### config.mk
export PLATFORM = sky130hd
export DESIGN_NAME = fsm_mod_counter
export DESIGN_NICKNAME = d
export VERILOG_FILES = /design/src/rtl/fsm_mod_counter.sv
export SDC_FILE = /design/constraint.sdc
export NUM_CORES = 1
export LEC_CHECK = 0
export CAP_MARGIN = 15
export CORE_ASPECT_RATIO = 0.9
export CORE_MARGIN = 3
export CORE_UTILIZATION = 25
export CTS_BUF_LIST = sky130_fd_sc_hd__clkbuf_4 sky130_fd_sc_hd__clkbuf_8
export CTS_CLUSTER_SIZE = 25
export DETAILED_ROUTE_END_ITERATION = 8
export GPL_ROUTABILITY_DRIVEN = 0
export PLACE_DENSITY = 0.5
export SYNTH_ARGS = -nofsm -noshare
export SYNTH_HDL_FRONTEND = slang
export SYNTH_SLANG_ARGS = --single-unit
### constraint.sdc
create_clock -name clk -period 3.05 [get_ports clk]
set_input_delay 0.4575 -clock clk [delete_from_list [all_inputs] [get_ports clk]]
set_output_delay 0.4575 -clock clk [all_outputs]
set_load 0.01 [all_outputs]
### src/rtl/fsm_mod_counter.sv
// rtl/fsm_mod_counter.sv - modulo-N up/down counter FSM with load, terminal-count pulse,
// saturating wrap counter and optional Gray-coded output.
module fsm_mod_counter #(
  parameter int WIDTH    = 3,
  parameter int MODULO   = 8,
  parameter int GRAY_OUT = 0
) (
  input  logic             clk,
  input  logic             rst,
  input  logic             w,
  input  logic             dir,
  input  logic             load,
  input  logic [WIDTH-1:0] din,
  output logic [WIDTH-1:0] y,
  output logic             tc,
  output logic [7:0]       wraps
);

  typedef enum logic [1:0] {
    OP_HOLD = 2'd0,
    OP_LOAD = 2'd1,
    OP_UP   = 2'd2,
    OP_DOWN = 2'd3
  } op_t;

  // One extra bit so MODULO = 2^WIDTH compares correctly against din.
  localparam logic [WIDTH:0]   MOD_EXT = (WIDTH+1)'(MODULO);
  localparam logic [WIDTH-1:0] LAST    = WIDTH'(MODULO - 1);

  logic [WIDTH-1:0] q, q_next;
  logic             tc_next;
  logic [7:0]       wraps_next;
  logic [7:0]       wraps_inc;
  op_t              op;

  always_comb begin
    op = OP_HOLD;
    if (load)
      op = OP_LOAD;
    else if (w)
      op = dir ? OP_UP : OP_DOWN;
  end

  assign wraps_inc = (wraps == 8'hFF) ? wraps : wraps + 8'd1;

  always_comb begin
    q_next     = q;
    tc_next    = 1'b0;
    wraps_next = wraps;
    case (op)
      OP_LOAD: begin
        q_next = ({1'b0, din} < MOD_EXT) ? din : LAST;
      end
      OP_UP: begin
        if (q == LAST) begin
          q_next     = '0;
          tc_next    = 1'b1;
          wraps_next = wraps_inc;
        end else begin
          q_next = q + 1'b1;
        end
      end
      OP_DOWN: begin
        if (q == '0) begin
          q_next     = LAST;
          tc_next    = 1'b1;
          wraps_next = wraps_inc;
        end else begin
          q_next = q - 1'b1;
        end
      end
      default: begin
        q_next = q;
      end
    endcase
  end

  always_ff @(posedge clk or posedge rst) begin
    if (rst) begin
      q     <= '0;
      tc    <= 1'b0;
      wraps <= 8'd0;
    end else begin
      q     <= q_next;
      tc    <= tc_next;
      wraps <= wraps_next;
    end
  end

  generate
    if (GRAY_OUT != 0) begin : g_gray
      assign y = q ^ (q >> 1);
    end else begin : g_bin
      assign y = q;
    end
  endgenerate

endmodule
==> results of run 1 <==
[layout make-up]
cell class              count  area [um2]  area share, %
flip-flops and latches     12       300.3          30.30
multi-input cells          54       394.1          39.77
clock buffers               4       36.28          3.662
repair buffers             19       190.2          19.19
well taps                  38       47.55          4.798
inverters                   6       22.52          2.273
[where the power goes]
group          switching [mW]  total [mW]  internal (mW)
clock network          0.0533       0.126         0.0727
logic                  0.0756       0.167         0.0918
registers              0.0371       0.223          0.186
[per-layer routing]
layer | vias up | share of wire [%]
met5 | - | 0
met4 | 0 | 2.4
met3 | 5 | 4.0
met2 | 8 | 45
met1 | 276 | 48
li1 | 301 | -
[cell usage in the layout (no fill, tap or decap), types with 2 or more instances in the layout]
| cell type | n |
|---|---|
| sky130_fd_sc_hd__clkdlybuf4s50_1 | 19 |
| sky130_fd_sc_hd__nand2_1 | 7 |
| sky130_fd_sc_hd__dfrtp_1 | 12 |
| sky130_fd_sc_hd__nand4_1 | 3 |
| sky130_fd_sc_hd__a21oi_1 | 5 |
| sky130_fd_sc_hd__mux2i_1 | 2 |
| sky130_fd_sc_hd__xor2_1 | 2 |
| sky130_fd_sc_hd__ha_1 | 5 |
| sky130_fd_sc_hd__nor2_1 | 4 |
| sky130_fd_sc_hd__mux2_2 | 2 |
| sky130_fd_sc_hd__nand3_1 | 5 |
| sky130_fd_sc_hd__clkbuf_4 | 3 |
| sky130_fd_sc_hd__inv_1 | 6 |
| sky130_fd_sc_hd__nand2b_1 | 3 |
[worst max-delay path: cells and delay by family]
family / cells / cell delay (ps)
compound gates: 1 / 350
buf+inv: 1 / 510
mux: 1 / 340
simple gates: 2 / 620
[flip-flops by register name, indices dropped and copies added, names as in the netlist]
name	flops
wraps	8
y	3
tc	1
[worst paths after layout]
path / endpoint
worst max register to register: wraps[6]
worst min register to register: wraps[0]
worst min-delay path: y[2]
worst max-delay path: wraps[6]
min in group clk: wraps[0]
max in group asynchronous: wraps[2]
[cell families after synthesis]
| family | Yosys count |
|---|---|
| AND/OR/NAND/NOR | 28 |
| AO/OA/AOI/OAI | 14 |
| flip-flops | 12 |
| buffers and inverters | 6 |
| multiplexers | 5 |
| adder cells (fa/ha/maj) | 5 |
| XOR/XNOR | 2 |
[through the flow]
step	util, %	cells
5_1_grt	38.19	133
2_1_floorplan	-	72
4_1_cts	38.19	133
3_5_place_dp	36.79	129
3_3_place_gp	36.79	129
6_report	38.19	133
==> results list, run 1 <==
* Die height: 56.81 um
* Number of global-route vias before repair: 578
- Sequential fraction of the synthesis area: 41.88%
- The first detailed-routing pass took 4 iterations.
- Site Rows: 17
* Number of maximum-capacitance violations: 0
- Met3 layer usage reported by global route: 3.800%
* Count of input and output buffers: 19
* Maximum number of pins on one net before global-route repair: 13
- Effective utilization at floorplan: between 20% and 30%
- Global routing consumed, on the met2 layer, 14.89% of the routing resources.
- The cell area that synthesis handed to floorplanning was 716.9 um2.
- Across the VDD grid, the largest voltage drop is 0.0002211 V.
* Number of setup buffers added after CTS: 0
* Cell area after layout: 991.0 um2
- Async set-or-reset flop fraction in the synthesized netlist: 100.0%
* Startpoint of the lowest-slack register-to-register path: y[0]
- Drt first-iter violations: 10
- The number of antenna violations at the first check in global routing was 0.
- The synthesized design spends more area on one cell type than any other, namely sky130_fd_sc_hd__dfrtp_1.
- Clock tree from TritonCTS: built
* Share of the synthesized netlist area taken by xor and xnor gates: 2.443%
* Final setup margin: 925.5 ps
- CTS built an H-tree with a depth of 1.
- Fraction of final layout cells with drive strength greater than 1: approximately a tenth
- After layout, the minimum clock period comes to 2124 ps.
* Yosys warning count: 0
- Dividing total power by cell area gives a power density of 521.0 mW/mm2.
* Total grt overflow: 0
* DIE AREA: 0.003547 mm2
* Clock transition at the register clock pins on the worst setup and hold paths after CTS: ~70 ps
- Among all flip-flop cells after synthesis, the most frequent one is sky130_fd_sc_hd__dfrtp_1.
- Routed wire length per instance: 12.16 um
- The most critical setup path has its startpoint at dir.
- Finish-stage setup viols: 0
- # diodes: 0
- Gate Count Post-Synth: 72
- STA classifies the critical path endpoint as a register.
- For the worst setup path, the data required time is 3210 ps.
- Share of the clock period used by the worst path: 69.65%
- Max Transition Viols Final: 0
- Path class of the lowest-slack min-delay path: primary input to async pin
- Drt via density: 4.436
* Count of vias placed by the detailed router: about 600
- Area share of the largest cell type after synthesis: between 40% and 50%
- The routed design has 1617 um of wire.
- Simple-Gate Fraction of Synth Area: 21.47%
- The layout has 272 filler cells.
* Data arrival time of the worst path: 2290 ps
* Peak fanout along the critical path: 6
* Unrepaired setup endpoints after global routing: no
- In this run the tightest slew margin relative to its limit is between 60% and 70%.
- On the worst path, the slowest cell contributes a delay of 510 ps.
- Most common library cells after synthesis: 12 x sky130_fd_sc_hd__dfrtp_1, 7 x sky130_fd_sc_hd__nand2_1, 6 x sky130_fd_sc_hd__inv_1
* Cells resized by post-CTS repair: 0
* Antenna violation net count after detailed routing: 0
* Total I/O pin count: 20
- Slowest cell on the critical path: sky130_fd_sc_hd__clkdlybuf4s50_1
- Clock tree synthesis inserted a total of 3 buffers.
* Hold Fails Final Rpt: 0
* Clock net sink count: 12
- Max Buffers Root-to-Sink: 2
- In this run the most used layer during global routing was met2.
- After detailed routing, the number of remaining DRC violations is 0.
- The net count of the finished layout is between 100 and 150.
* Share of synthesized cell area in full adder, half adder and majority cells: 8.726%
- The HPWL after detailed placement is between 1000 and 1500 um.
- At the pin with the least slew margin, the transition time is 469.2 ps.
* Logic depth of the worst register-to-register path: 6
- Maximum frequency from static timing analysis: about 470 MHz
- First-pass GRT wire length: 2746 um
- Die width: 62.45 um
- For met1 alone, demand over resource in global routing was between 10% and 20%.
- Setup total negative slack on the finished layout was measured at 0 ps.
- Synth area leaders: sky130_fd_sc_hd__dfrtp_1 42%, sky130_fd_sc_hd__ha_1 8.7%, sky130_fd_sc_hd__nand2_1 3.7%
- Yosys mapped a number of flops with a built-in enable equal to 0.
* Cts hold-fix bufs: 0
* Mean area per synthesized cell: 9.957 um2
- Launching element type of the critical path: primary input
- Across all hold checks on the routed design, the worst slack comes to 484.3 ps.
- Multiplexer area fraction after synthesis: 7.504%
- The tree is rooted in a sky130_fd_sc_hd__clkbuf_4.
- Dominant combinational cell family by area after synthesis: simple AND/OR/NAND/NOR gates
* Placeable core area: between 0.002 and 0.003 mm2
- Summed over all cells, the static leakage comes to 0.4285 nW.
- From synthesis to final layout, the design area changed by 38.22%.
* Most instantiated library cell after synthesis: sky130_fd_sc_hd__dfrtp_1
- The design draws just over 500 uW.
- CP Cell Sequence: clkdlybuf4s50_1 > or3b_4 > a211o_1 > nor3_2 > mux2_1
- OpenSTA, run right after detailed placement, puts the worst setup slack at 628.9 ps.
- By startpoint and endpoint, the worst setup path is classified as primary input to register.
- The flow ran to the end, and the final reports show no timing, DRC or antenna violations.
- Number of register bits inferred by synthesis: 12
- Global routing consumed, over all layers together, 10.16% of the routing resources.
- Synthesized netlist net count: 85
- Summing the areas of all compound-gate instances in the mapped netlist gives 14.83% of the synthesized area.
* Setup skew after layout: 2.213 ps
* Placed Area: 954.7 um2
- Distinct cell type count of the synthesized netlist: 28
- In this run the register-to-register setup slack is about 950 ps.
* Clock latency on the worst-skew pair: 280 ps
Power figures use the tool's default switching activity.
==> run 2, diff against run 1 <==
clock period = 2.2 ns   (was 3.05 ns; I/O delays follow)
==> run 2 against run 1 <==
  * Global-route usage is 0.77 points higher
  * Highest routed layer unchanged
  * Critical path type is now register to register
  * Combinational power increased by 42%
  * Clock-buffer cell count is the same
  * Cell area grew 3.8%
  * Largest cell class unchanged
  * Via count is 5.9% higher
  * Sequential share of layout area fell by 1.1 points
==> results list, run 2 (synthesized netlist as in run 1, its figures left out) <==
- The run finished with clean final reports.
* Number of global-route vias before repair: 636
* Endpoint of the worst register-to-register path: wraps[6]
- Logic depth of the worst register-to-register path: 6
- H-tree depth: 1
- Finish-stage setup viols: 0
- Part of the total power dissipated in the clock network: 24.6%
- Peak supply drop: 0.0003172 V
- Area Growth Syn to Fin: 43.46%
- Leaving out fill and tap cells, the most frequent cells in the layout are 19 x sky130_fd_sc_hd__clkdlybuf4s50_1, 12 x sky130_fd_sc_hd__dfrtp_1, 7 x sky130_fd_sc_hd__nand2_1.
* Number of maximum-capacitance violations: 0
- LEAKAGE: 0.4514 nW
- Minimum period implied by the final worst setup slack: just over 2000 ps
- DIE AREA: 0.003547 mm2
* Maximum number of pins on one net before global-route repair: 13
* Number of flip-flops in the largest register: 8
- The library cell used most frequently in the layout, excluding fill and tap cells, is sky130_fd_sc_hd__clkdlybuf4s50_1.
- Post-DP HPWL: 1334 um
- Max transition margin: 69.44%
* Clock net sink count: 12
- Endpoint required time on the critical path: 2360 ps
- No sink is reached through more buffers than the 2 on the longest clock path.
- Data arrival time of the worst path: 2240 ps
- Share of power burned in registers: 42.7%
- In this run, post-CTS hold repair placed 0 buffers.
* Post-placement setup slack: 54.47 ps
- Site Rows: 17
* DRT Pass-1 Iters: 4
* Clock buffer count from CTS: 3
- Setup Crit Path Kind: register to register
- Count of input and output buffers: 19
* Die height: 56.81 um
- On the final layout, the worst hold slack is ~360 ps.
- The number of antenna violations at the first check in global routing is 0.
* First-pass GRT wire length: approximately 3000 um
* Count of vias placed by the detailed router: 625
- In the finished design, the share of the clock period the worst path needs comes to 94.23%.
- Clock skew on the completed layout was measured at 4.442 ps.
* All-Layer GR Usage: 10.92%
- Clock transition at the register clock pins on the worst setup and hold paths after CTS: 80 ps
- The worst setup path is captured at a register.
- Top reg by flops: wraps
- Power density relative to cell area: 703.7 mW/mm2
- The number of antenna diodes in the final layout is 0.
- Once the floorplan was initialized, standard cells occupied 27.63% of the core.
- At the later pin of the worst-skew pair, clock insertion delay measures 280 ps.
- Antenna violation net count after detailed routing: 0
- In this run the power spent charging and discharging nets is about 230 uW.
* Switching part of the total power: between 30 and 40%
- Clock tree from TritonCTS: built
* Hold Fails Final Rpt: 0
- Cells resized by post-CTS repair: 0
- Across all register-to-register paths, the minimum setup slack is 130 ps.
- Number of setup buffers added after CTS: 0
- Final setup margin: 126.8 ps
* Maximum frequency from static timing analysis: 482.4 MHz
* Fraction of final layout cells with drive strength greater than 1: 15.00%
* Total Nets Final: 114
* Total grt overflow: 0
* Combinational fraction of design power: about a third
* Drt via density: 4.529
* Launching element type of the critical path: register
- At the pin with the least slew margin, the transition time is 457.9 ps.
* Die width: about 62 um
* Peak fanout along the critical path: 4
- In this run, the number of DRC markers left after iteration 0 of detailed routing was 15.
* Path class of the lowest-slack min-delay path: primary input to async pin
- Residual DRC count: 0
- Fill cells: between 200 and 300
- Summed over all failing endpoints, the final setup total negative slack is 0 ps.
* Power Internal: 489.2 uW
* Root cell of the clock tree: sky130_fd_sc_hd__clkbuf_4
- Max Transition Viols Final: 0
- Placeable core area: 0.002595 mm2
* Final Routed Wirelength: approximately 1700 um
* Startpoint of the lowest-slack register-to-register path: y[0]
- Total I/O pin count: 20
- Routed wire length per instance: ~13 um
- Unrepaired setup endpoints after global routing: no
## run 2: power by group through the flow
stage | logic [mW] | clock network (mW) | registers [mW]
finish | 0.237 | 0.178 | 0.309
global route | 0.265 | 0.193 | 0.319
CTS | 0.242 | 0.183 | 0.310
detailed placement | 0.238 | 0 | 0.315
global placement | 0.239 | 0 | 0.314
floorplan | 0.101 | 0 | 0.320
## run 2: per-layer routing
layer	global-route usage (%)	up-vias	routed length (um)
li1	-	313	-
met1	13.50	298	804
met2	17.48	12	828
met3	4.000	2	76
met4	3.774	0	24
met5	0	-	0
## run 2: cell type report
class / count / area [um2] / area share (%)
clock buffers: 4 / 36.28 / 3.528
inverters: 6 / 22.52 / 2.190
flip-flops and latches: 12 / 300.3 / 29.20
multi-input cells: 54 / 394.1 / 38.32
well taps: 38 / 47.55 / 4.623
repair buffers: 24 / 227.7 / 22.14
## run 2: how the worst max path moves through the flow
stage          from        to  slack, ps  depth (start not counted)
6_report       y[0]  wraps[6]        130                          6
5_1_grt        y[0]  wraps[6]         30                          6
4_1_cts        y[0]  wraps[6]         80                          6
3_5_place_dp    dir  wraps[6]         50                          5
3_3_place_gp    dir  wraps[6]         80                          5
2_1_floorplan  y[0]  wraps[6]        140                          6
## run 2: worst max-delay path: stages, from the launching register on
cell and delay, ps:
sky130_fd_sc_hd__dfrtp_1 420, sky130_fd_sc_hd__inv_2 90, sky130_fd_sc_hd__ha_1 180, sky130_fd_sc_hd__or3b_4 430, sky130_fd_sc_hd__a211o_1 340, sky130_fd_sc_hd__nor3_2 170
sky130_fd_sc_hd__mux2_1 340
## run 2: metrics by stage
stage / util (%) / std cells / power (mW) / cell area (um2)
after CTS: 39.63 / 138 / 0.7344 / 1028
after global placement: 38.24 / 134 / 0.5531 / 992.2
final: 39.63 / 138 / 0.7238 / 1028
after global routing: 39.63 / 138 / 0.7771 / 1028
after detailed placement: 38.24 / 134 / 0.5530 / 992.2
after floorplan: - / 72 / 0.4211 / 716.9
